===== src/rtl/riscv_pkg.sv =====
// Shared RV32I definitions: opcodes, NOP encoding, fetch FSM states, reset PC default.
// FAULT exists only when RV_FETCH_MISALIGN_CHECK_EN is defined.
package riscv_pkg;

    localparam logic [6:0] OPC_BRANCH = 7'b1100011;
    localparam logic [6:0] OPC_LOAD   = 7'b0000011;
    localparam logic [6:0] OPC_STORE  = 7'b0100011;
    localparam logic [6:0] OPC_OP     = 7'b0110011;
    localparam logic [6:0] OPC_OP_IMM = 7'b0010011;
    localparam logic [6:0] OPC_LUI    = 7'b0110111;
    localparam logic [6:0] OPC_AUIPC  = 7'b0010111;
    localparam logic [6:0] OPC_JAL    = 7'b1101111;
    localparam logic [6:0] OPC_JALR   = 7'b1100111;

    localparam logic [31:0] NOP_INSTR        = 32'h0000_0013;
    localparam logic [31:0] RESET_PC_DEFAULT = 32'h0000_0000;

    typedef enum logic [1:0] {
        FS_FETCH = 2'd0,
        FS_HOLD  = 2'd1,
        FS_FLUSH = 2'd2
`ifdef RV_FETCH_MISALIGN_CHECK_EN
        , FS_FAULT = 2'd3
`endif
    } fetch_state_t;

endpackage


===== src/rtl/riscv_fetch_skid.sv =====
// One-entry {pc, instr} skid buffer; load writes and sets full, drain or flush empties it.
// Flush has priority over a same-cycle load.
module riscv_fetch_skid
    import riscv_pkg::*;
(
    input  logic        clk,
    input  logic        rst,
    input  logic        load,
    input  logic        drain,
    input  logic        flush,
    input  logic [31:0] load_pc,
    input  logic [31:0] load_instr,
    output logic        full,
    output logic [31:0] pc,
    output logic [31:0] instr
);

    always_ff @(posedge clk) begin
        if (rst) begin
            full  <= 1'b0;
            pc    <= 32'h0;
            instr <= NOP_INSTR;
        end else if (flush) begin
            full <= 1'b0;
        end else if (load) begin
            full  <= 1'b1;
            pc    <= load_pc;
            instr <= load_instr;
        end else if (drain) begin
            full <= 1'b0;
        end
    end

endmodule


===== src/rtl/riscv_fetch_stage.sv =====
// RV32I fetch: PC, imem req/ready handshake, IF/ID register; 1-cycle zero-wait latency, skid absorbs decode stalls.
// Optional misaligned-redirect FAULT state enabled by RV_FETCH_MISALIGN_CHECK_EN.
module riscv_fetch_stage
    import riscv_pkg::*;
#(
    parameter logic [31:0] RESET_PC = RESET_PC_DEFAULT
) (
    input  logic        clk,
    input  logic        rst,
    output logic        imem_req,
    output logic [31:0] imem_addr,
    input  logic        imem_ready,
    input  logic [31:0] imem_rdata,
    input  logic        redirect_valid,
    input  logic [31:0] redirect_pc,
    input  logic        id_stall,
    output logic        id_valid,
    output logic [31:0] id_pc,
    output logic [31:0] id_instr,
    output logic [6:0]  id_opcode
`ifdef RV_FETCH_MISALIGN_CHECK_EN
    ,
    output logic        fetch_misaligned
`endif
);

    fetch_state_t state, state_n;
    logic [31:0]  pc, pc_n, flush_addr, flush_addr_n;
    logic [31:0]  rpc;
    logic         id_valid_n;
    logic [31:0]  id_pc_n, id_instr_n;
    logic         hs;
    logic         skid_load, skid_drain, skid_flush, skid_full;
    logic [31:0]  skid_pc, skid_instr;

`ifdef RV_FETCH_MISALIGN_CHECK_EN
    assign rpc              = redirect_pc;
    assign fetch_misaligned = (state == FS_FAULT);
`else
    logic unused_rpc_lo;
    assign rpc           = {redirect_pc[31:2], 2'b00};
    assign unused_rpc_lo = ^redirect_pc[1:0];
`endif

    assign id_opcode = id_instr[6:0];

    riscv_fetch_skid u_skid (
        .clk        (clk),
        .rst        (rst),
        .load       (skid_load),
        .drain      (skid_drain),
        .flush      (skid_flush),
        .load_pc    (pc),
        .load_instr (imem_rdata),
        .full       (skid_full),
        .pc         (skid_pc),
        .instr      (skid_instr)
    );

    always_ff @(posedge clk) begin
        if (rst) state <= FS_FETCH;
        else     state <= state_n;
    end

    always_comb begin
        state_n      = state;
        pc_n         = pc;
        flush_addr_n = flush_addr;
        id_valid_n   = id_valid;
        id_pc_n      = id_pc;
        id_instr_n   = id_instr;
        skid_load    = 1'b0;
        skid_drain   = 1'b0;
        skid_flush   = 1'b0;
        imem_req     = 1'b0;
        imem_addr    = pc;

        case (state)
            FS_FETCH: begin
                imem_req = !rst;
                if (imem_ready && !rst) begin
                    pc_n = pc + 32'd4;
                    if (id_valid && id_stall) begin
                        skid_load = 1'b1;
                        state_n   = FS_HOLD;
                    end else begin
                        id_valid_n = 1'b1;
                        id_pc_n    = pc;
                        id_instr_n = imem_rdata;
                    end
                end else if (!id_stall) begin
                    id_valid_n = 1'b0;
                end
            end
            FS_HOLD: begin
                if (!id_stall && skid_full) begin
                    id_valid_n = 1'b1;
                    id_pc_n    = skid_pc;
                    id_instr_n = skid_instr;
                    skid_drain = 1'b1;
                    state_n    = FS_FETCH;
                end
            end
            FS_FLUSH: begin
                // The old request must finish at its original address; its data is dropped.
                imem_req  = !rst;
                imem_addr = flush_addr;
                if (imem_ready) state_n = FS_FETCH;
                if (!id_stall)  id_valid_n = 1'b0;
            end
            default: begin
                id_valid_n = 1'b0;
            end
        endcase

        hs = imem_req && imem_ready;

        if (redirect_valid) begin
            id_valid_n = 1'b0;
            skid_flush = 1'b1;
            skid_load  = 1'b0;
            skid_drain = 1'b0;
            pc_n       = rpc;
            if (state == FS_FETCH) begin
                flush_addr_n = pc;
                state_n      = hs ? FS_FETCH : FS_FLUSH;
            end else if (state != FS_FLUSH) begin
                state_n = FS_FETCH;
            end
`ifdef RV_FETCH_MISALIGN_CHECK_EN
            if (rpc[1:0] != 2'b00) state_n = FS_FAULT;
`endif
        end
    end

    always_ff @(posedge clk) begin
        if (rst) begin
            pc         <= RESET_PC;
            flush_addr <= RESET_PC;
            id_valid   <= 1'b0;
            id_pc      <= 32'h0;
            id_instr   <= NOP_INSTR;
        end else begin
            pc         <= pc_n;
            flush_addr <= flush_addr_n;
            id_valid   <= id_valid_n;
            id_pc      <= id_pc_n;
            id_instr   <= id_instr_n;
        end
    end

endmodule


===== config.mk =====
export PLATFORM = sky130hd
export DESIGN_NAME = riscv_fetch_stage
export DESIGN_NICKNAME = d
export VERILOG_FILES = /design/src/rtl/riscv_pkg.sv /design/src/rtl/riscv_fetch_skid.sv /design/src/rtl/riscv_fetch_stage.sv
export SDC_FILE = /design/constraint.sdc
export NUM_CORES = 1
export LEC_CHECK = 0
export CAP_MARGIN = 0
export CORE_MARGIN = 3
export CORE_UTILIZATION = 35
export CTS_CLUSTER_SIZE = 16
export DETAILED_ROUTE_END_ITERATION = 7
export DONT_BUFFER_PORTS = 1
export SKIP_LAST_GASP = 1
export SLEW_MARGIN = 20
export SYNTH_ARGS = -nofsm -noshare
export SYNTH_HDL_FRONTEND = slang
export SYNTH_SLANG_ARGS = --single-unit

===== constraint.sdc =====
create_clock -name clk -period 5.05 [get_ports clk]
set_input_delay 1.01 -clock clk [delete_from_list [all_inputs] [get_ports clk]]
set_output_delay 1.01 -clock clk [all_outputs]
set_load 0.1 [all_outputs]

==> results of run 1 <==
[layer usage]
| layer | wire (µm) | share of wire [%] | global-route usage, % |
|---|---|---|---|
| met4 | 263 | 1.2 | 4.306 |
| met5 | 7 | 0.031 | 0 |
| met2 | 10440 | 46 | 27.00 |
| met3 | 2001 | 8.9 | 6.790 |
| met1 | 9826 | 44 | 20.63 |
[worst min-delay path by stage]
stage	from	endpoint	slack [ns]	cells past startpoint
floorplan	flush_addr[10]$_SDFFE_PP0P_	flush_addr[10]$_SDFFE_PP0P_	0.43	2
global placement	flush_addr[19]$_SDFFE_PP0P_	flush_addr[19]$_SDFFE_PP0P_	0.43	2
detailed placement	flush_addr[6]$_SDFFE_PP0P_	flush_addr[6]$_SDFFE_PP0P_	0.44	2
CTS	flush_addr[6]$_SDFFE_PP0P_	flush_addr[6]$_SDFFE_PP0P_	0.45	2
global route	flush_addr[27]$_SDFFE_PP0P_	flush_addr[27]$_SDFFE_PP0P_	0.46	2
finish	u_skid.pc[8]$_SDFFE_PP0P_	u_skid.pc[8]$_SDFFE_PP0P_	0.45	2
[final cells by class]
class	instances	area, µm²	share of cell area (%)
diodes	1	2.502	0.02714
clock inverters	15	186.4	2.022
multi-input cells	738	4298	46.61
flip-flops and latches	188	3772	40.91
well taps	319	399.1	4.328
inverters	6	22.52	0.2442
clock buffers	17	425.4	4.613
repair buffers	11	115.1	1.248
[flip-flops by register name (all words and copies together), names as in the netlist]
| register | flops |
|---|---|
| pc | 30 |
| id_instr | 32 |
| state | 2 |
| id_pc | 30 |
| u_skid.full | 1 |
| u_skid.instr | 32 |
| u_skid.pc | 30 |
| flush_addr | 30 |
| id_valid | 1 |
[power by group through the flow]
stage / Clock, mW / Combinational [mW] / Sequential, mW
3_3_place_gp: 0 / 0.390 / 2.00
5_1_grt: 1.53 / 0.425 / 1.98
6_report: 1.42 / 0.394 / 1.97
3_5_place_dp: 0 / 0.395 / 2.01
4_1_cts: 1.47 / 0.395 / 1.97
2_1_floorplan: 0 / 0.448 / 1.94
[layout by cell type, fill, tap and decap left out, drive strengths merged, types with 3 or more instances in the layout]
| cell | n |
|---|---|
| conb | 4 |
| a21oi | 99 |
| xor2 | 16 |
| nand2 | 327 |
| buf | 11 |
| nand3 | 14 |
| xnor2 | 9 |
| nand4 | 13 |
| nor2 | 95 |
| mux2 | 28 |
| and3 | 9 |
| mux2i | 6 |
| and4 | 4 |
| clkinvlp | 5 |
| inv | 11 |
| nor2b | 4 |
| o21ai | 13 |
| clkbuf | 17 |
| a311oi | 61 |
| a211oi | 16 |
| bufinv | 3 |
| dfxtp | 188 |
[logic make-up after synthesis]
family,count (synthesis)
compound gates,195
xor+xnor,25
fa+ha+maj,1
buf+inv,111
flops,188
mux,34
other cells,1
simple gates,479
[through the flow]
step	cell area (µm²)	util, %	hold WS [ns]	power (mW)	setup slack, ns
2_1_floorplan	8631	-	0.4329	2.387	0.9922
3_3_place_gp	8579	36.01	0.4338	2.393	1.806
3_5_place_dp	8579	36.01	0.4404	2.401	1.798
4_1_cts	9191	38.58	0.4502	3.840	1.322
5_1_grt	9219	38.70	0.4648	3.938	1.501
6_report	9221	38.71	0.4532	3.784	1.640
[worst max-delay path: stages (launching register included)]
cell and delay [ns]:
dfxtp_1 0.65, nor2b_4 0.22, buf_16 0.23, o21ai_2 0.88
==> flow_summary.json, run 1 <==
{
  "status": "completed",
  "ant_nets": 0,
  "ioPinCount": 174,
  "overflow": 0,
  "skew_ns": 0.009239,
  "fp.dieW_um": 162.9,
  "fin_setup_tns_ns": 0,
  "ys_ff_latch": 188,
  "synth.top_cell.area_share_pct": 43.66,
  "postCtsSetupRepairBufs": 0,
  "cp-start-kind": "register",
  "vdd.ir_drop.worst_mv": 0.1807,
  "core-area_mm2": 0.02382,
  "final_nets": 1032,
  "yosysWarningCount": 0,
  "ys_seq_area_share_pct": 43.66,
  "cp_max_fo": 21,
  "synth-async-reset-ratio_pct": 0,
  "p_switching_mw": 1.329,
  "hold_buffers": 0,
  "clk_latency_ns": 0.42,
  "r2r_slack_ns": 2.37,
  "fill_cells": 2407,
  "r2r_cells": 6,
  "drt_pass1_iterations": 5,
  "hold_path.class": "register to register",
  "wl_um": 22530,
  "drive_gt1_share_pct": 16.00,
  "post-route-period-util_pct": 67.53,
  "critical_path_class": "register to primary output",
  "h-tree-depth": 4,
  "power_density_mw_per_mm2": 410.3,
  "crit_required_ns": 4.04,
  "synthTopCellsByArea": "dfxtp_1 44%, nand2_1 14%, a311oi_2 10%",
  "regToRegEndpoint": "id_pc[24]$_SDFFE_PP0P_",
  "synth_xor_area_share_pct": 2.540,
  "muxShareOfSynthArea_pct": 4.355,
  "clk_pin_slew_worst_paths_ns": 0.07,
  "switching_share_pct": 35.13,
  "fin_cells": 1295,
  "tightest_slew_ns": 1.134,
  "cts_buffers": 17,
  "netlist_top_cells_count": "327 x nand2_1, 188 x dfxtp_1, 99 x a21oi_1",
  "dieArea_mm2": 0.02655,
  "clock-sinks": 188,
  "synth_area_mm2": 0.008620,
  "dp_cells": 1261,
  "wire_per_inst_um": 17.40,
  "clockBufferDepth": 2,
  "yosys.area_share.simple_pct": 22.98,
  "setup_violations": 0,
  "hold_viol": 0,
  "synth.distinct_cells": 49,
  "drc_errors": 0,
  "rsz0062_at_grt": "no",
  "fmax_mhz": 293.3,
  "grt_antenna_before_repair": 1,
  "setup.worst_path.start": "state[0]$_SDFF_PP0_",
  "relSlewSlack_pct": 24.33,
  "synth.most_common_cell": "nand2_1",
  "portBuffers": 0,
  "synth_top_family_by_area": "simple AND/OR/NAND/NOR gates",
  "first_iter_violations": 442,
  "p_leak_nw": 3.075,
  "r2r-start": "state[0]$_SDFF_PP0_",
  "pwr-share-clk_pct": 37.5,
  "synthAdderAreaFrac_pct": 0.1452,
  "synthCells": 1034,
  "finalMaxSlewViolations": 0,
  "synth_compound_area_share_pct": 19.20,
  "synth_ff_type": "dfxtp_1",
  "grt_first_pass_wirelength_um": 35120,
  "syn2layout_area_growth_pct": 6.982,
  "dpl.hpwl_um": 13730,
  "root_buffer": "clkbuf_16",
  "vias_per_cell": 5.133,
  "fin_crit_ns": 3.410,
  "cts_tree": "yes",
  "rows": 56,
  "via_count": 6647,
  "syn_avg_cell_area_um2": 8.336,
  "maxCapViolations": 0,
  "grt_use_total_pct": 16.66,
  "grt_max_degree": 185,
  "grt_pass1_vias": 6154,
  "start_util_pct": 36.18,
  "synth_edf_count": 0,
  "power.share.sequential_pct": 52.1,
  "synth_area_leader_cell": "dfxtp_1",
  "p_int_mw": 2.454,
  "place_congestion": 0.7151,
  "endpoint_kind": "primary output",
  "cts_resized": 0,
  "endpoint": "imem_addr[17]",
  "die_h_um": 162.9,
  "worstPathArrival_ns": 2.40,
  "pwr-share-comb_pct": 10.4
}
No activity file was read; power rests on OpenSTA's default activity.
==> run 2, diff against run 1 <==
==> constraint.sdc (replaced) <==
create_clock -name clk -period 3.3 [get_ports clk]
set_input_delay 0.66 -clock clk [delete_from_list [all_inputs] [get_ports clk]]
set_output_delay 0.66 -clock clk [all_outputs]
set_load 0.1 [all_outputs]
==> run 2 against run 1 <==
Total power rose by 48%; routed wire length decreased by 1.0%; non-clock buffer count is 5 higher; core utilization is 0.063 points higher; die area is the same; clock power up 38%; global-route usage shrank 0.11 points; sequential power increased by 53%; largest power group unchanged.
==> flow_summary.json, run 2 (synthesis gave the netlist of run 1 again) <==
{
  "layout_common_cells": "327 x nand2_1, 181 x dfxtp_1, 99 x a21oi_1, 92 x nor2_1, 59 x a311oi_2",
  "tightest_slew_ns": 1.076,
  "hold_viol": 0,
  "reg.largest.list": "id_instr: 32 flops, u_skid.instr: 32 flops",
  "r2r-start": "state[0]$_SDFF_PP0_",
  "crit_required_ns": 2.64,
  "first_iter_violations": 439,
  "worst_slack_ns": 0.3789,
  "grt_use_total_pct": 16.56,
  "skew_ns": 0.01092,
  "core-area_mm2": 0.02382,
  "portBuffers": 0,
  "place_area_mm2": 0.008687,
  "critical_path_class": "register to primary output",
  "root_buffer": "clkbuf_16",
  "cts_tree": "yes",
  "h-tree-depth": 4,
  "fin_setup_tns_ns": 0,
  "grt_pass1_vias": 6140,
  "fill_cells": 2440,
  "grt_first_pass_wirelength_um": 34980,
  "hold_path.class": "input pin to register",
  "p_leak_nw": 3.104,
  "place_congestion": 0.7462,
  "place_ws_ns": 0.7057,
  "r2r_cells": 6,
  "drt_pass1_iterations": 5,
  "fin_crit_ns": 2.921,
  "clockBufferDepth": 2,
  "min-delay-start": "rst",
  "whs_ns": 0.3171,
  "stdcell_area_mm2": 0.009236,
  "clock-sinks": 188,
  "drive_gt1_share_pct": 16.22,
  "diodes": 0,
  "hold_buffers": 0,
  "die_h_um": 162.9,
  "clk_pin_slew_worst_paths_ns": 0.07,
  "cp_max_fo": 24,
  "r2r_slack_ns": 0.77,
  "via_count": 6678,
  "worstPathArrival_ns": 2.26,
  "post-route-period-util_pct": 88.52,
  "setup_violations": 0,
  "final_nets": 1037,
  "vias_per_cell": 5.141,
  "grt_max_degree": 185,
  "drc_errors": 0,
  "cts_resized": 0,
  "grt_antenna_before_repair": 2,
  "ioPinCount": 174,
  "status": "completed",
  "cts_buffers": 17,
  "relSlewSlack_pct": 28.15,
  "ant_nets": 0,
  "postCtsSetupRepairBufs": 0,
  "fp.dieW_um": 162.9,
  "power_density_mw_per_mm2": 604.8,
  "vdd.ir_drop.worst_mv": 0.2431,
  "wire_per_inst_um": 17.17,
  "hold-path-endpoint": "id_pc[4]$_SDFFE_PP0P_",
  "regToRegEndpoint": "id_pc[20]$_SDFFE_PP0P_",
  "overflow": 0,
  "min_path_cells": 1,
  "final_common_cell": "nand2_1",
  "start_util_pct": 36.18,
  "clk_latency_ns": 0.42,
  "rows": 56,
  "maxCapViolations": 0,
  "dieArea_mm2": 0.02655,
  "wl_um": 22300,
  "syn2layout_area_growth_pct": 7.156,
  "rsz0062_at_grt": "no",
  "finalMaxSlewViolations": 0,
  "cp-start-kind": "register",
  "fmax_mhz": 342.3,
  "endpoint_kind": "primary output",
  "dpl.hpwl_um": 13710,
  "p_total_mw": 5.586
}
-- run 2: final cells by class --
cell class,count,area (µm²),area share (%)
inverter,6,22.52,0.2438
tap,319,399.1,4.321
sequential,188,3772,40.84
timing repair buffer,16,195.2,2.113
clock buffer,23,488.0,5.283
clock inverter,9,61.31,0.6638
multi-input combinational,738,4298,46.53
-- run 2: metrics by stage --
stage	cells	util, %
after floorplan	1037	-
after global placement	1267	36.47
after detailed placement	1267	36.47
after CTS	1299	38.77
after global routing	1299	38.77
final	1299	38.77
-- run 2: layer usage --
layer	vias to the layer above	global-route usage, %	share of wire [%]
li1	3341	-	-
met1	3156	20.86	43
met2	160	26.98	47
met3	17	6.816	8.7
met4	4	2.960	0.66
met5	-	0	0.15
-- run 2: worst max path at each step --
stage	to	startpoint	depth (start not counted)
after floorplan	imem_addr[14]	state[1]$_SDFF_PP0_	5
after global placement	id_instr[0]$_SDFFE_PP1P_	rst	6
after detailed placement	id_instr[15]$_SDFFE_PP0P_	rst	6
after CTS	imem_addr[31]	state[1]$_SDFF_PP0_	3
after global routing	imem_addr[31]	state[1]$_SDFF_PP0_	3
final	imem_addr[31]	state[1]$_SDFF_PP0_	3
-- run 2: worst max-delay path, cell delays in order, from the launching register on --
cell	delay [ns]
dfxtp_1	0.58
nor2b_4	0.42
buf_12	0.24
mux2_2	0.59
-- run 2: power by group --
group / switching [mW] / internal, mW / leakage [nW]
clock network: 0.910 / 1.05 / 0.270
registers: 0.638 / 2.38 / 1.54
logic: 0.433 / 0.179 / 1.30
==> run 3, diff against run 2 <==
--- a/config.mk
+++ b/config.mk
@@ -7,10 +7,11 @@
 export LEC_CHECK = 0
 export CAP_MARGIN = 0
 export CORE_MARGIN = 3
-export CORE_UTILIZATION = 35
+export CORE_UTILIZATION = 33
 export CTS_CLUSTER_SIZE = 16
 export DETAILED_ROUTE_END_ITERATION = 7
 export DONT_BUFFER_PORTS = 1
+export PLACE_DENSITY = 0.46
 export SKIP_LAST_GASP = 1
 export SLEW_MARGIN = 20
 export SYNTH_ARGS = -nofsm -noshare
==> run 3 against run 2 <==
Final area up 0.65%; routed wire length up 5.6%; core utilization down 2.2 points; critical path type unchanged; critical endpoint is now imem_addr[29]; largest power group unchanged.
==> flow_summary.json, run 3 (synthesis gave the netlist of run 1 again) <==
{
  "hold_viol": 0,
  "fp.dieW_um": 167.6,
  "p_leak_nw": 3.113,
  "vdd.ir_drop.worst_mv": 0.3184,
  "clockBufferDepth": 2,
  "fin_crit_ns": 2.951,
  "rsz0062_at_grt": "no",
  "fin_cells": 1311,
  "vias_per_cell": 4.998,
  "worstPathArrival_ns": 2.29,
  "power_density_mw_per_mm2": 612.6,
  "setup.worst_path.start": "state[1]$_SDFF_PP0_",
  "maxCapViolations": 0,
  "drc_errors": 0,
  "clock-sinks": 188,
  "start_util_pct": 33.94,
  "h-tree-depth": 4,
  "fin_setup_tns_ns": 0,
  "core-area_mm2": 0.02540,
  "root_buffer": "clkbuf_16",
  "crit_required_ns": 2.64,
  "first_iter_violations": 352,
  "drive_gt1_share_pct": 16.43,
  "final_common_cell": "nand2_1",
  "cts_tree": "yes",
  "hold_path.class": "input pin to register",
  "setup_violations": 0,
  "skew_ns": 0.01136,
  "grt_use_total_pct": 16.75,
  "critical_path_class": "register to primary output",
  "status": "completed",
  "cts_resized": 0,
  "whs_ns": 0.3027,
  "regToRegEndpoint": "u_skid.instr[1]$_SDFFE_PP1P_",
  "fill_cells": 2638,
  "grt_first_pass_wirelength_um": 37650,
  "final_nets": 1038,
  "wire_per_inst_um": 17.96,
  "post-route-period-util_pct": 89.42,
  "endpoint": "imem_addr[29]",
  "ant_nets": 0,
  "r2r-start": "state[0]$_SDFF_PP0_",
  "drt_pass1_iterations": 4,
  "p_total_mw": 5.695,
  "endpoint_kind": "primary output",
  "multi_input_area_mm2": 0.004298,
  "clk_latency_ns": 0.43,
  "regArea_mm2": 0.003772,
  "overflow": 0,
  "hold_buffers": 0,
  "wl_um": 23540,
  "dieArea_mm2": 0.02809,
  "cp-start-kind": "register",
  "tightest_slew_ns": 1.055,
  "finalMaxSlewViolations": 0,
  "relSlewSlack_pct": 29.64,
  "grt_pass1_vias": 6412,
  "cp_max_fo": 24,
  "final_core_util_pct": 36.60,
  "layout_common_cells": "327 x nand2_1, 181 x dfxtp_1, 99 x a21oi_1, 92 x nor2_1, 59 x a311oi_2",
  "r2r_slack_ns": 0.79,
  "clk_pin_slew_worst_paths_ns": 0.08,
  "grt_antenna_before_repair": 1,
  "grt_max_degree": 185,
  "place_congestion": 0.7075,
  "dp_cells": 1279,
  "r2r_cells": 6,
  "fmax_mhz": 338.9,
  "dpl.hpwl_um": 14200,
  "via_count": 6553,
  "rows": 58,
  "portBuffers": 0,
  "postCtsSetupRepairBufs": 0,
  "ioPinCount": 174,
  "reg.largest.list": "id_instr: 32 flops, u_skid.instr: 32 flops",
  "die_h_um": 167.6,
  "cts_buffers": 17,
  "syn2layout_area_growth_pct": 7.853
}
## run 3: changes by cell type in the layout (fill, tap and decap cells not counted)
cell / previous run / this run
inv_8: 0 / 3
clkinv_2: 4 / 1
inv_6: 2 / 3
clkbuf_8: 4 / 1
clkinvlp_4: 2 / 4
buf_12: 6 / 7
diode_2: 0 / 1
clkbuf_1: 2 / 0
bufinv_16: 0 / 1
## run 3: worst min-delay path by stage
stage | slack [ns] | end | cells after the start | start
5_1_grt | 0.27 | id_pc[8]$_SDFFE_PP0P_ | 1 | rst
2_1_floorplan | 0.43 | flush_addr[10]$_SDFFE_PP0P_ | 2 | flush_addr[10]$_SDFFE_PP0P_
3_5_place_dp | 0.44 | flush_addr[6]$_SDFFE_PP0P_ | 2 | flush_addr[6]$_SDFFE_PP0P_
6_report | 0.30 | id_pc[8]$_SDFFE_PP0P_ | 1 | rst
4_1_cts | 0.28 | id_pc[8]$_SDFFE_PP0P_ | 1 | rst
3_3_place_gp | 0.43 | flush_addr[13]$_SDFFE_PP0P_ | 2 | flush_addr[13]$_SDFFE_PP0P_
## run 3: routing by layer
layer,GRT usage (%),vias to the layer above,routed length (µm)
li1,-,3341,-
met1,22.49,3041,10820
met3,5.925,15,1891
met4,3.131,2,163
met2,26.33,154,10650
met5,0,-,20
## run 3: through the flow
| step | setup slack (ns) | area [µm²] |
|---|---|---|
| floorplan | -0.4078 | 8631 |
| finish | 0.3493 | 9296 |
| global route | 0.2323 | 9294 |
| global placement | 0.7617 | 8721 |
| CTS | 0.3087 | 9294 |
| detailed placement | 0.7654 | 8721 |
## run 3: critical path, stage by stage, from the launching register on
cell and delay, ns:
dfxtp_1 0.59, nor2b_4 0.42, buf_12 0.25, mux2_2 0.59
## run 3: area by class of cell
cell class                      instances  share of cell area (%)
Sequential cell                       188                   40.58
Clock buffer                           18                   4.724
Antenna cell                            1                 0.02692
Clock inverter                         13                   1.440
Timing Repair Buffer                   17                   2.315
Multi-Input combinational cell        738                   46.23
Tap cell                              330                   4.441
Inverter                                6                  0.2423
## run 3: power by group
part / leakage (nW) / internal [mW] / switching, mW
clock network: 0.271 / 1.08 / 0.983
registers: 1.54 / 2.38 / 0.636
logic: 1.31 / 0.180 / 0.440
